==> src/rtl/cpu_pkg.sv <==
// Shared encodings for the 8-bit processor: opcodes, alu operation codes
// and the instruction sequencer state encoding.
package cpu_pkg;

  // Opcodes carried in IR[7:5]
  localparam logic [2:0] OP_HLT = 3'b000;
  localparam logic [2:0] OP_SKZ = 3'b001;
  localparam logic [2:0] OP_ADD = 3'b010;
  localparam logic [2:0] OP_SUB = 3'b011;
  localparam logic [2:0] OP_SHL = 3'b100;
  localparam logic [2:0] OP_LDA = 3'b101;
  localparam logic [2:0] OP_STO = 3'b110;
  localparam logic [2:0] OP_JMP = 3'b111;

  // alu operation select codes
  localparam logic [2:0] ALU_PASS = 3'b000;
  localparam logic [2:0] ALU_ZERO = 3'b001;
  localparam logic [2:0] ALU_ADD  = 3'b010;
  localparam logic [2:0] ALU_SUB  = 3'b011;
  localparam logic [2:0] ALU_SHL  = 3'b100;

  // Sequencer states
  typedef enum logic [2:0] {
    S_IDLE  = 3'd0,
    S_FETCH = 3'd1,
    S_IR    = 3'd2,
    S_DEC   = 3'd3,
    S_OPND  = 3'd4,
    S_SKZ   = 3'd5,
    S_WB    = 3'd6,
    S_HALT  = 3'd7
  } state_t;

endpackage

==> src/rtl/cpu_ctrl.sv <==
// Instruction sequencer: walks each instruction through fetch, decode,
// operand read, execute and write-back. Outputs are a pure decode of the
// state register and the opcode, so reset clears them immediately.
//
// Handshake note: there is no valid/ready handshake here; memory reads are
// fixed-latency (data valid the cycle after mem_rd) and start is a level
// sampled only in IDLE or HALT.
module cpu_ctrl
  import cpu_pkg::*;
(
  input  logic       clk,
  input  logic       rst_n,
  input  logic       start,
  input  logic [2:0] opcode,
  input  logic       alu_zero,
  output logic       mem_rd,
  output logic       mem_wr,
  output logic       addr_sel,
  output logic       ir_ld,
  output logic       pc_inc,
  output logic       pc_ld,
  output logic       in1_sel,
  output logic       alu_en,
  output logic [2:0] alu_sel,
  output logic       acc_ld,
  output logic       instr_done,
  output logic       halted
);

  state_t state;
  state_t state_nxt;

  // State register; an asynchronous reset abandons any instruction in flight
  always_ff @(posedge clk or negedge rst_n) begin
    if (!rst_n) state <= S_IDLE;
    else        state <= state_nxt;
  end

  // Next-state and output decode from (state, opcode)
  always_comb begin
    state_nxt  = state;
    mem_rd     = 1'b0;
    mem_wr     = 1'b0;
    addr_sel   = 1'b0;
    ir_ld      = 1'b0;
    pc_inc     = 1'b0;
    pc_ld      = 1'b0;
    in1_sel    = 1'b0;
    alu_en     = 1'b0;
    alu_sel    = ALU_PASS;
    acc_ld     = 1'b0;
    instr_done = 1'b0;
    halted     = 1'b0;
    case (state)
      S_IDLE: begin
        if (start) state_nxt = S_FETCH;
      end
      S_FETCH: begin
        mem_rd    = 1'b1;
        state_nxt = S_IR;
      end
      S_IR: begin
        ir_ld     = 1'b1;
        pc_inc    = 1'b1;
        state_nxt = S_DEC;
      end
      S_DEC: begin
        case (opcode)
          OP_HLT: begin
            instr_done = 1'b1;
            state_nxt  = S_HALT;
          end
          OP_JMP: begin
            pc_ld      = 1'b1;
            instr_done = 1'b1;
            state_nxt  = S_FETCH;
          end
          OP_STO: begin
            addr_sel   = 1'b1;
            mem_wr     = 1'b1;
            instr_done = 1'b1;
            state_nxt  = S_FETCH;
          end
          OP_SKZ: begin
            alu_en    = 1'b1;
            alu_sel   = ALU_ZERO;
            state_nxt = S_SKZ;
          end
          default: begin
            // ADD/SUB/SHL/LDA read their operand from IR[4:0]
            addr_sel  = 1'b1;
            mem_rd    = 1'b1;
            state_nxt = S_OPND;
          end
        endcase
      end
      S_OPND: begin
        alu_en = 1'b1;
        case (opcode)
          OP_ADD:  alu_sel = ALU_ADD;
          OP_SUB:  alu_sel = ALU_SUB;
          OP_SHL:  alu_sel = ALU_SHL;
          default: begin
            // LDA passes memory data straight through on in1
            alu_sel = ALU_PASS;
            in1_sel = 1'b1;
          end
        endcase
        state_nxt = S_WB;
      end
      S_WB: begin
        acc_ld     = 1'b1;
        instr_done = 1'b1;
        state_nxt  = S_FETCH;
      end
      S_SKZ: begin
        // Skipping is just one extra PC increment when the accumulator is zero
        pc_inc     = alu_zero;
        instr_done = 1'b1;
        state_nxt  = S_FETCH;
      end
      S_HALT: begin
        halted = 1'b1;
        if (start) state_nxt = S_FETCH;
      end
      default: state_nxt = S_IDLE;
    endcase
  end

  // Strobe exclusivity
  a_mem_excl: assert property (@(posedge clk) disable iff (!rst_n) !(mem_rd && mem_wr));
  a_pc_excl:  assert property (@(posedge clk) disable iff (!rst_n) !(pc_inc && pc_ld));
  a_acc_excl: assert property (@(posedge clk) disable iff (!rst_n) !(acc_ld && alu_en));

endmodule

==> config.mk <==
export PLATFORM = sky130hd
export DESIGN_NAME = cpu_ctrl
export DESIGN_NICKNAME = d
export VERILOG_FILES = /design/src/rtl/cpu_pkg.sv /design/src/rtl/cpu_ctrl.sv
export SDC_FILE = /design/constraint.sdc
export NUM_CORES = 1
export LEC_CHECK = 0
export ABC_AREA = 1
export CAP_MARGIN = 20
export CORE_AREA = 8 8 45 47
export CTS_BUF_LIST = sky130_fd_sc_hd__clkbuf_4 sky130_fd_sc_hd__clkbuf_8
export CTS_CLUSTER_SIZE = 40
export DETAILED_ROUTE_END_ITERATION = 16
export DIE_AREA = 0 0 53 55
export PLACE_DENSITY_LB_ADDON = 0.3
export SLEW_MARGIN = 20
export SYNTH_ARGS = -nofsm -noshare
export SYNTH_HDL_FRONTEND = slang
export SYNTH_SLANG_ARGS = --single-unit
==> constraint.sdc <==
create_clock -name clk -period 1.3 [get_ports clk]
set_clock_uncertainty 0.2 [all_clocks]
set_input_delay 0.195 -clock clk [delete_from_list [all_inputs] [get_ports clk]]
set_output_delay 0.195 -clock clk [all_outputs]
set_load 0.1 [all_outputs]
==> metrics.md, run 1 <==
| Metric | Value |
|---|---|
| Worst-Margin Slew | `0.264 ns` |
| ANT cells | `0` |
| Clock Tree Buf Depth | `2` |
| Critical path's slowest cell | `dfrtp_2` |
| Overall power | `2.72 mW` |
| PortBufs | `20` |
| Biggest regs | `state (3)` |
| DR pass1 iterations | `4` |
| First-pass GRT wire length | `2.55 mm` |
| Setup violations, final | `17` |
| GRT Total Usage | `11.6%` |
| Mux contribution to synthesized area | `0%` |
| Final Cell Area | `0.00106 mm2` |
| Worst skew pair latency | `0.24 ns` |
| Sink Count | `3` |
| Largest Register | `state` |
| VDD IR max | `0.00154 V` |
| CTS tree | `done` |
| H-tree levels | `1` |
| Highest Clock Rate | `545 MHz` |
| Post-synth top area cell | `dfrtp_1` |
| GR Overflow Total | `0` |
| Critical Path RT | `0.90 ns` |
| Crit path max fanout | `4` |
| Vias per inst | `4.90` |
| Largest register FFs | `3` |
| Max stage delay on crit path | `0.42 ns` |
| Vias | `563` |
| Initial DRC count | `5` |
| Combinational power share | `84.5%` |
| Synth unique cells | `21` |
| Height of the die | `55 um` |
| Final Max Tran Viols | `0` |
| Final worst slack | `-0.534 ns` |
| Row Count | `14` |
| Post-synthesis xor/xnor area fraction | `0%` |
| Cell Pwr Density | `2570 mW/mm2` |
| Critical path arrival | `1.44 ns` |
| Post-synth net total | `63` |
| RSZ-0062 raised after global routing | `yes` |
| Hold Crit Class | `flip-flop to flip-flop` |
| Root buffer cell | `clkbuf_4` |
| Largest net degree at the start of global routing | `8` |
| Final cycle utilization of the critical path | `141%` |
| Leading post-synthesis cells by cell area | `dfrtp_1 21%, nand2_1 15%, nor3_2 8.4%` |
| Most frequent CP cell | `buf_12` |
| Die width | `53 um` |
| Number of CTS-inserted buffers | `3` |
| Clk slew on worst S/H paths | `0.03 ns` |
| DP Cell Count | `107` |
| Kind of critical path | `flip-flop to primary output` |
| Status | `finished, violations left` |
| Core area | `0.00138 mm2` |
| Sw Share | `58.2%` |
| Cell Area, Placed | `958 um2` |
| Initial antenna violation count | `0` |
| Clock share of power | `6.9%` |
| Final min period | `1.83 ns` |
| Largest family of logic cells by synthesized area | `simple AND/OR/NAND/NOR gates` |
| Worst setup EP type | `primary output` |
| Count of state elements after synthesis | `3` |
| Final WL | `1.46 mm` |
| YS warnings | `0` |
| Vias in the first global route | `611` |
| Fin. Hold Viols | `0` |
| Cells after Synth | `56` |
| CP startpoint kind | `flip-flop` |
| DRC | `0` |
| P&R area growth vs syn | `197%` |
| CP cell instances | `nor2_4 > nand2_4 > buf_12 > a211oi_4 > buf_12` |
| Nets | `107` |
| Post-synth top area share | `21.1%` |
| Total I/O pin count | `21` |
| Violated checks | `setup timing` |
| Max-cap viol count | `0` |
| Share of layout cells above drive strength 1 | `69.7%` |
| Antenna-violating nets left | `0` |
| RD Place Congestion | `0.741` |
| Hpwl dp | `1.10 mm` |
| Mapped cell area | `357 um2` |
| Avg Cell Area, Syn | `6.37 um2` |
| Synth Area in Compound Gates | `15.1%` |
| Internal power | `1.14 mW` |
| WL per Instance | `12.7 um` |
| Seq/Total Area, Yosys | `21.1%` |
| Setup_tns | `-6.51 ns` |
| Synth Area in Adders | `0%` |
| Fill cells | `94` |
| Synth Area in Simple Gates | `54.0%` |
| Finished Layout Cells | `115` |
| Die area | `0.00292 mm2` |
| Initial Util | `25.8%` |
| Slew Limit Headroom | `82.2%` |
| Seq pwr share | `8.7%` |
| Sw power | `1.59 mW` |
| LEAKAGE | `0.479 nW` |
==> logic make-up (layout without fill, tap and decap cells) <==
kind of cell	Yosys count	in the layout
simple gates	35	35
compound gates	9	9
flops	3	3
buf+inv	9	52
==> cells in the final DEF, fill, tap and decap left out, types with 2 or more instances in the layout <==
cell,count
clkbuf_4,4
nor2_1,4
o21ai_0,2
nor2_4,4
buf_4,17
nor3_4,5
o21ai_1,2
inv_2,4
dfrtp_2,3
nand2_1,10
nand3_2,2
clkdlybuf4s50_1,3
inv_1,3
nand2_2,2
buf_12,15
dlygate4sd2_1,2
nand2_4,3
==> routing by layer <==
metal / vias up / share of wire, % / GRT usage (%)
met4: 0 / 3.0 / 8.62
li1: 269 / - / -
met3: 6 / 8.7 / 3.21
met5: - / 0 / 0
met2: 31 / 53 / 21.5
met1: 257 / 35 / 10.6
==> area by class of cell <==
| type | count | area [um2] | area share, % |
|---|---|---|---|
| sequential | 3 | 78.8 | 7.44 |
| timing repair buffer | 40 | 507 | 47.8 |
| multi-input combinational | 44 | 392 | 37.0 |
| clock buffer | 4 | 30.0 | 2.83 |
| inverter | 8 | 32.5 | 3.07 |
| tap | 16 | 20.0 | 1.89 |
==> critical path, delay by kind of cell (launching register included) <==
| kind | cells | cell delay [ns] |
|---|---|---|
| and+or+nand+nor | 2 | 0.23 |
| buffers and inverters | 2 | 0.35 |
| DFF | 1 | 0.42 |
| AOI/OAI and AO/OA | 1 | 0.20 |
==> power by group through the flow <==
stage | Clock, mW | Combinational (mW) | Sequential (mW)
after CTS | 0.189 | 2.31 | 0.236
after detailed placement | 0 | 2.21 | 0.233
final | 0.187 | 2.30 | 0.237
after floorplan | 0 | 1.40 | 0.215
after global placement | 0 | 2.19 | 0.231
after global routing | 0.201 | 2.40 | 0.249
==> metrics by stage <==
stage                     utilization, %  hold slack [ns]  setup slack (ns)
after global placement              69.3            0.186            -0.570
after floorplan                        -           -0.301             -1.07
after CTS                           76.5            0.366            -0.548
final                               76.6            0.369            -0.534
after global routing                76.6            0.405            -0.594
after detailed placement            69.3            0.189            -0.621
==> synthesized netlist by cell type (all sizes together) <==
| cell | number |
|---|---|
| a21boi | 1 |
| o21ai | 6 |
| nand4 | 1 |
| nor4 | 1 |
| inv | 8 |
| or2 | 1 |
| nand2 | 16 |
| a211oi | 1 |
| a21oi | 1 |
| buf | 1 |
| dfrtp | 3 |
| nor3 | 6 |
| nand3 | 2 |
| nor2 | 8 |
==> repair_timing <==
action                                  CTS  global route
gates resized for setup                  15             2
endpoints found under the setup margin   17            17
setup buffers                             3             0
hold buffers                              1             0
pin swaps                                 8             0
endpoints found under the hold margin     3             0
==> final timing paths <==
path,start,end,slack (ns),cells past startpoint
min reg2reg,state[0],state[0],0.37,2
max reg2reg,state[0],state[0],-0.11,6
min in group asynchronous,rst_n,state[2],0.48,2
max,state[1],in1_sel,-0.53,5
max in group asynchronous,rst_n,state[1],0.25,2
min,state[0],state[0],0.37,2
No activity file was read; power rests on OpenSTA's default activity.
==> inputs of run 2 (changes only) <==
--- a/config.mk
+++ b/config.mk
@@ -12,7 +12,8 @@
 export CTS_CLUSTER_SIZE = 40
 export DETAILED_ROUTE_END_ITERATION = 16
 export DIE_AREA = 0 0 53 55
-export PLACE_DENSITY_LB_ADDON = 0.3
+export PLACE_DENSITY = 0.65
+export SKIP_CTS_REPAIR_TIMING = 1
 export SLEW_MARGIN = 20
 export SYNTH_ARGS = -nofsm -noshare
 export SYNTH_HDL_FRONTEND = slang
==> metrics.md, run 2 (synthesis results as in run 1) <==
| Metric | Value |
|---|---|
| Critical path's slowest cell | `dfrtp_2` |
| Vias per inst | `4.66 (-4.8%)` |
| WL per Instance | `12.5 um (-1.0%)` |
| GRT Total Usage | `11.2% (-0.41 points)` |
| Worst hold start | `opcode[2]` |
| CTS tree | `done` |
| R2r setup slk | `-0.16 ns (-0.05 ns)` |
| Critical Path RT | `0.90 ns (about the same)` |
| LEAKAGE | `0.534 nW (+12%)` |
| H-tree levels | `1 (unchanged)` |
| Largest Register | `state` |
| Commonest non-fill, non-tap cell in the layout | `buf_4` |
| Kind of critical path | `flip-flop to primary output` |
| RD Place Congestion | `0.836 (+13%)` |
| Vias | `564 (+0.18%)` |
| CP cell instances | `buf_4 > or2_1 > o21ai_4 > buf_12` |
| RSZ-0062 raised after global routing | `yes` |
| Core area | `0.00138 mm2 (unchanged)` |
| ANT cells | `0 (unchanged)` |
| WP buf/inv | `2 (unchanged)` |
| RR Startpoint | `state[0]` |
| CP startpoint kind | `flip-flop` |
| Violated checks | `setup timing` |
| Worst setup EP type | `primary output` |
| Hpwl dp | `1.22 mm (+11%)` |
| Crit-path leading delay family | `flip-flops` |
| Largest net degree at the start of global routing | `9 (+1)` |
| Cell Pwr Density | `2540 mW/mm2 (-1.3%)` |
| Max stage delay on crit path | `0.42 ns (about the same)` |
| Antenna-violating nets left | `0 (unchanged)` |
| Worst-Margin Slew | `0.305 ns (+0.0410 ns)` |
| DRC | `0 (unchanged)` |
| Final min period | `1.84 ns (+0.00705 ns)` |
| Biggest regs | `state (3)` |
| Worst skew pair latency | `0.23 ns (about the same)` |
| Max-cap viol count | `0 (unchanged)` |
| Sink Count | `3 (unchanged)` |
| Crit path max fanout | `3 (-1)` |
| Clk slew on worst S/H paths | `0.04 ns (about the same)` |
| Critical path arrival | `1.45 ns (about the same)` |
| VDD IR max | `0.00121 V (-21%)` |
| Commonest non-fill, non-tap cells in the layout | `22 x buf_4, 14 x buf_12, 10 x nand2_1, 5 x nor3_4` |
| Total I/O pin count | `21 (unchanged)` |
| Row Count | `14 (unchanged)` |
| Fin. Hold Viols | `0 (unchanged)` |
| Seq pwr share | `8.6% (about the same)` |
| Number of CTS-inserted buffers | `3 (unchanged)` |
| Final WL | `1.52 mm (+4.1%)` |
| GR Overflow Total | `0 (unchanged)` |
| Largest register FFs | `3 (unchanged)` |
| Initial Util | `25.8% (unchanged)` |
| Final worst slack | `-0.541 ns (-0.00705 ns)` |
| Vias in the first global route | `587 (-3.9%)` |
| Internal power | `1.20 mW (+5.3%)` |
| Overall power | `2.79 mW (+2.5%)` |
| Height of the die | `55 um (unchanged)` |
| Final cycle utilization of the critical path | `142% (+0.54 points)` |
| Clock Tree Buf Depth | `2 (unchanged)` |
| Reg2reg end | `state[2]` |
| PortBufs | `20 (unchanged)` |
| DR pass1 iterations | `4 (unchanged)` |
| Slew Limit Headroom | `79.6% (-2.6 points)` |
| DP Cell Count | `112 (+4.7%)` |
| Sw Share | `57.1% (-1.1 points)` |
| Initial antenna violation count | `0 (unchanged)` |
| R2R cell count | `7 (+1)` |
| Hold depth | `6 (+4)` |
| First-pass GRT wire length | `2.44 mm (-4.6%)` |
| P&R area growth vs syn | `208%` |
| Sw power | `1.59 mW (+0.45%)` |
| Clock share of power | `6.6% (-0.3 points)` |
| Combinational power share | `84.8% (+0.3 points)` |
| Final Max Tran Viols | `0 (unchanged)` |
| Die width | `53 um (unchanged)` |
| Die area | `0.00292 mm2 (unchanged)` |
| Root buffer cell | `clkbuf_4` |
| Highest Clock Rate | `543 MHz (-0.38%)` |
| Status | `finished, violations left` |
| WHS Endpoint | `state[2]` |
| Finished Layout Cells | `121 (+5.2%)` |
| Nets | `113 (+5.6%)` |
| Share of layout cells above drive strength 1 | `68.6% (-1.1 points)` |
| Initial DRC count | `7 (+2)` |
| Hold Crit Class | `input pin to flip-flop` |
| Setup violations, final | `17 (unchanged)` |
run 2: cell count changes in the layout (fill, tap and decap cells not counted), sizes merged:
cell	previous run	this run
clkdlybuf4s15	1	0
dlygate4sd2	2	0
buf	33	39
dlymetal6s2s	0	3
run 2: final cells by class:
| class | count | area (um2) |
|---|---|---|
| clock buffer | 4 | 30.0 |
| inverter | 8 | 30.0 |
| timing repair buffer | 46 | 557 |
| multi-input combinational | 44 | 384 |
| fill | 80 | 284 |
| tap | 16 | 20.0 |
| sequential | 3 | 78.8 |
run 2: per-stage QoR:
| stage | setup WS (ns) | setup TNS [ns] | hold slack (ns) | utilization, % | instance area (um2) |
|---|---|---|---|---|---|
| 3_5_place_dp | -0.623 | -7.24 | 0.191 | 71.1 | 983 |
| 4_1_cts | -0.652 | -8.55 | -0.0634 | 73.2 | 1010 |
| 5_1_grt | -0.600 | -8.24 | 0.413 | 79.5 | 1100 |
| 3_3_place_gp | -0.560 | -6.70 | 0.187 | 71.1 | 983 |
| 2_1_floorplan | -1.07 | -9.23 | -0.301 | - | 473 |
| 6_report | -0.541 | -6.98 | 0.367 | 79.5 | 1100 |
run 2: tightest hold or removal path: stages:
cell and delay, ns:
dlymetal6s2s_1 0.12, buf_4 0.15, nand2_4 0.07, inv_1 0.08, buf_4 0.10, o21ai_1 0.05
run 2: power groups by stage:
stage / sequential (mW) / combinational [mW] / clock (mW)
after floorplan: 0.215 / 1.40 / 0
after global placement: 0.229 / 2.24 / 0
after detailed placement: 0.231 / 2.26 / 0
after CTS: 0.231 / 2.26 / 0.198
after global routing: 0.248 / 2.49 / 0.208
final: 0.239 / 2.37 / 0.184
run 2: metal layers:
layer	share of wire [%]	track usage (%)	vias to the layer above
met1	37	10.7	262
li1	-	-	280
met5	0	0	-
met4	0.40	4.31	0
met3	9.7	5.88	2
met2	53	19.9	20
run 2: worst max-delay path by stage:
stage	cells past startpoint	end	startpoint
3_5_place_dp	8	alu_sel[0]	opcode[1]
3_3_place_gp	8	alu_sel[0]	opcode[1]
5_1_grt	5	in1_sel	state[0]
6_report	4	pc_inc	state[0]
4_1_cts	5	alu_sel[0]	state[2]
2_1_floorplan	5	alu_sel[0]	state[0]
==> edit 1, RTL diff (flow settings as in run 2) <==
Put a register stage on the output `pc_ld`, cleared by the reset. The value now appears one clock later. The other outputs are not delayed to match.
--- a/src/rtl/cpu_ctrl.sv
+++ b/src/rtl/cpu_ctrl.sv
@@ -27,6 +27,8 @@
   output logic       halted
 );
 
+  logic pc_ld_d;
+
   state_t state;
   state_t state_nxt;
 
@@ -44,7 +46,7 @@
     addr_sel   = 1'b0;
     ir_ld      = 1'b0;
     pc_inc     = 1'b0;
-    pc_ld      = 1'b0;
+    pc_ld_d    = 1'b0;
     in1_sel    = 1'b0;
     alu_en     = 1'b0;
     alu_sel    = ALU_PASS;
@@ -71,7 +73,7 @@
             state_nxt  = S_HALT;
           end
           OP_JMP: begin
-            pc_ld      = 1'b1;
+            pc_ld_d    = 1'b1;
             instr_done = 1'b1;
             state_nxt  = S_FETCH;
           end
@@ -129,8 +131,16 @@
 
   // Strobe exclusivity
   a_mem_excl: assert property (@(posedge clk) disable iff (!rst_n) !(mem_rd && mem_wr));
-  a_pc_excl:  assert property (@(posedge clk) disable iff (!rst_n) !(pc_inc && pc_ld));
+  a_pc_excl:  assert property (@(posedge clk) disable iff (!rst_n) !(pc_inc && pc_ld_d));
   a_acc_excl: assert property (@(posedge clk) disable iff (!rst_n) !(acc_ld && alu_en));
+
+  always_ff @(posedge clk or negedge rst_n) begin
+    if (!rst_n) begin
+      pc_ld <= '0;
+    end else begin
+      pc_ld <= pc_ld_d;
+    end
+  end
 
 endmodule
 
Function: changed (Yosys sat finds a counterexample within 4 cycles, from zero or initial values and one cycle with rst_n low).
==> edit 1 against run 2 <==
The flow still finishes with violations (setup timing); clock power down 17%; power up 6.3%; largest power group unchanged; critical path type unchanged; setup slack worse by 0.048 ns; design area up 2.3%; sequential cell count up 1; wire length up 7.1%; synthesized area down 2.8%; sequential share of layout area up 2.1 points.
==> edit 1: results (changes against run 2) <==
[outcome]
outcome = finished, violations left
violations = setup timing

[synthesis]
yosys_most_used_dff = dfrtp_1
synth_fp_nets = 62  ; -1.6%
synthTopCellsByCount = 15 x nand2_1, 8 x inv_1, 7 x nor2_1
ys_seq_area_share_pct = 28.9  ; +7.8 points
synthTopCellsByArea = dfrtp_1 29%, nand2_1 16%, inv_1 8.7%, nor2_1 7.6%, nand3_1 5.8%
ys_types = 19  ; -9.5%
avgSynthCellArea_um2 = 6.30  ; -1.0%
async_reset_ff_share_pct = 100  ; unchanged
yosys_warnings = 0  ; unchanged

[placed_design]
hpwlAfterDp_um = 1120  ; -7.9%
placedCellCount = 109  ; -2.7%
routabilityCongestion = 0.765  ; -8.4%
dpl_cell_area_um2 = 962  ; -2.2%
portBuffers = 20  ; unchanged

[sta]
layout_setup_ws_ns = -0.589  ; -0.0479 ns
relSlewSlack_pct = 77.7  ; -2.0 points
setup_viol = 16  ; -1

[grt]
grt_antenna_before_repair = 0  ; unchanged
grt_pass1_vias = 545  ; -7.2%
grt_max_degree = 7  ; -2
grt_pass1_wl_um = 2140  ; -12%
gr-usage-all-layers_pct = 9.47  ; -1.7 points

[final_layout]
antennaDiodeCount = 0  ; unchanged
final_cells = 117  ; -3.3%
drive_above_1_share_pct = 69.3  ; +0.74 points
fill_cells = 83  ; +3.8%
reg.largest.list = state (3), pc_ld (1)

[power_and_ir_drop]
seq_power_share_pct = 8.8  ; +0.2 points
vdd_drop_max_mv = 1.49  ; +23%
cellLeakagePower_nw = 0.518  ; -3.1%
pg_clk_uw = 152  ; -17%
p_switching_mw = 1.68  ; +5.4%

[hold_path]
hold_path_class = in -> reg

[routing]
drt-total-wl_um = 1620  ; +7.1%
m1WireLength_um = 599  ; +8.1%
drtIter0Drc = 3  ; -4
top_layer_used = met4
drtPass1Iterations = 2  ; -2
routed-wl-met3_um = 127  ; -14%
vias = 557  ; -1.2%
routed-wl-met2_um = 877  ; +8.5%

[clock_tree]
path_clk_slew_ns = 0.03
numCtsBuffers = 3  ; unchanged
root_buffer = clkbuf_4
clk_latency_ns = 0.23  ; about the same
clockBufferDepth = 2  ; unchanged
h-tree-depth = 1  ; unchanged

[worst_setup_path]
cp_max_fo = 3  ; unchanged
crit_arrival_ns = 1.49  ; +0.04 ns

-- edit 1: layout make-up --
type                            count  area (µm²)  share of cell area (%)
Timing Repair Buffer               44         561                    49.8
Multi-Input combinational cell     42         377                    33.5
Sequential cell                     4         104                    9.23
Inverter                            8        41.3                    3.67
Tap cell                           16        20.0                    1.78
Clock buffer                        3        22.5                    2.00
-- edit 1: cell families (layout without fill, tap and decap cells) --
family | Yosys count | count (layout) | synth area share, %
simple gates | 32 | 32 | 42.2
buf+inv | 9 | 55 | 10.1
compound gates | 9 | 9 | 16.2
xor+xnor | 1 | 1 | 2.53
flops | 4 | 4 | 28.9
-- edit 1: worst paths after layout --
path                           start  cells past startpoint    endpoint  slack (ns)
setup reg to reg            state[1]                      8    state[0]       -0.17
setup / recovery            state[1]                      6  alu_sel[0]       -0.59
hold reg to reg             state[2]                      2       pc_ld        0.50
min in group asynchronous      rst_n                      2    state[2]        0.53
hold / removal             opcode[0]                      3       pc_ld        0.25
max in group asynchronous      rst_n                      2    state[1]        0.18
-- edit 1: metal layers --
metal  global-route usage (%)  vias up
met2                     17.8       19
met5                        0        -
met1                     9.79      264
met3                     3.21        2
li1                         -      272
met4                     2.59        0
-- edit 1: critical path, cell delays in order, from the launching register on --
cell and delay, ns:
dfrtp_2 0.42, nor2_4 0.15, nand2_4 0.07, nor3_4 0.24, nand2_2 0.13, nand2_8 0.08, buf_12 0.16
-- edit 1: per-stage QoR --
step / total power [mW] / TNS [ns] / util, % / setup WS (ns)
global placement: 2.46 / -5.97 / 69.5 / -0.551
detailed placement: 2.48 / -6.38 / 69.5 / -0.586
CTS: 2.64 / -7.06 / 71.2 / -0.595
floorplan: 1.60 / -8.51 / - / -1.02
global route: 3.08 / -6.73 / 81.3 / -0.646
finish: 2.97 / -5.93 / 81.3 / -0.589
==> edit 2, RTL diff (flow settings as in run 2) <==
Made on the original files. Re-encode `state_t` (8 states) as one-hot, 8 bits wide.
--- a/src/rtl/cpu_pkg.sv
+++ b/src/rtl/cpu_pkg.sv
@@ -20,15 +20,15 @@
   localparam logic [2:0] ALU_SHL  = 3'b100;
 
   // Sequencer states
-  typedef enum logic [2:0] {
-    S_IDLE  = 3'd0,
-    S_FETCH = 3'd1,
-    S_IR    = 3'd2,
-    S_DEC   = 3'd3,
-    S_OPND  = 3'd4,
-    S_SKZ   = 3'd5,
-    S_WB    = 3'd6,
-    S_HALT  = 3'd7
+  typedef enum logic [7:0] {
+    S_IDLE  = 8'b00000001,
+    S_FETCH = 8'b00000010,
+    S_IR    = 8'b00000100,
+    S_DEC   = 8'b00001000,
+    S_OPND  = 8'b00010000,
+    S_SKZ   = 8'b00100000,
+    S_WB    = 8'b01000000,
+    S_HALT  = 8'b10000000
   } state_t;
 
 endpackage
Formal check against the unedited RTL: same outputs for any inputs over 10 cycles, from zero or initial values and one cycle with rst_n low; not proved beyond that.
==> edit 2 against run 2 <==
The run now fails in detailed placement (3_5_place_dp); synthesized area increased by 72%.
==> edit 2: results (changes against run 2) <==
[synthesis]
synth_fp_nets = 107  ; +70%
yosys_warnings = 0  ; unchanged
synthTopCellsByArea = dfrtp_1 29%, nand2_1 16%, inv_1 13%, nor2_1 10%, nor2_2 7.1%
avgSynthCellArea_um2 = 6.13  ; -3.7%
ys_seq_area_share_pct = 32.9  ; +12 points
ys_types = 17  ; -19%
synth-seq-cells = 8  ; +5
synthTopCellsByCount = 26 x nand2_1, 21 x inv_1, 17 x nor2_1
async_reset_ff_share_pct = 100  ; unchanged

[outcome]
haltStage = detailed placement (3_5_place_dp)
firstError = [ERROR DPL-0033] detailed placement checks failed during check placement.
outcome = aborted with a tool error

[placed_design]
routabilityCongestion = 0.782  ; -6.4%
hpwlAfterDp_um = 2660  ; +120%
portBuffers = 20  ; unchanged

## edit 2: cell types whose count changed after synthesis, moves of 2 or more
cell,before,now
o21ai_1,3,1
nand2_1,14,26
inv_1,5,21
nor3_2,3,1
dfrtp_1,3,7
nor2_1,5,17
nor2_2,2,7
o21ai_0,3,0
nand3_1,2,6
## edit 2: stage by stage
stage	setup WS, ns	area, µm²	setup TNS, ns
floorplan	-1.07	793	-9.94
global placement	-0.522	1380	-7.36
## edit 2: kinds of logic after synthesis
family,share of synthesized area [%]
AND/OR/NAND/NOR,48.8
buffers and inverters,14.7
flip-flops,32.9
AO/OA/AOI/OAI,3.67
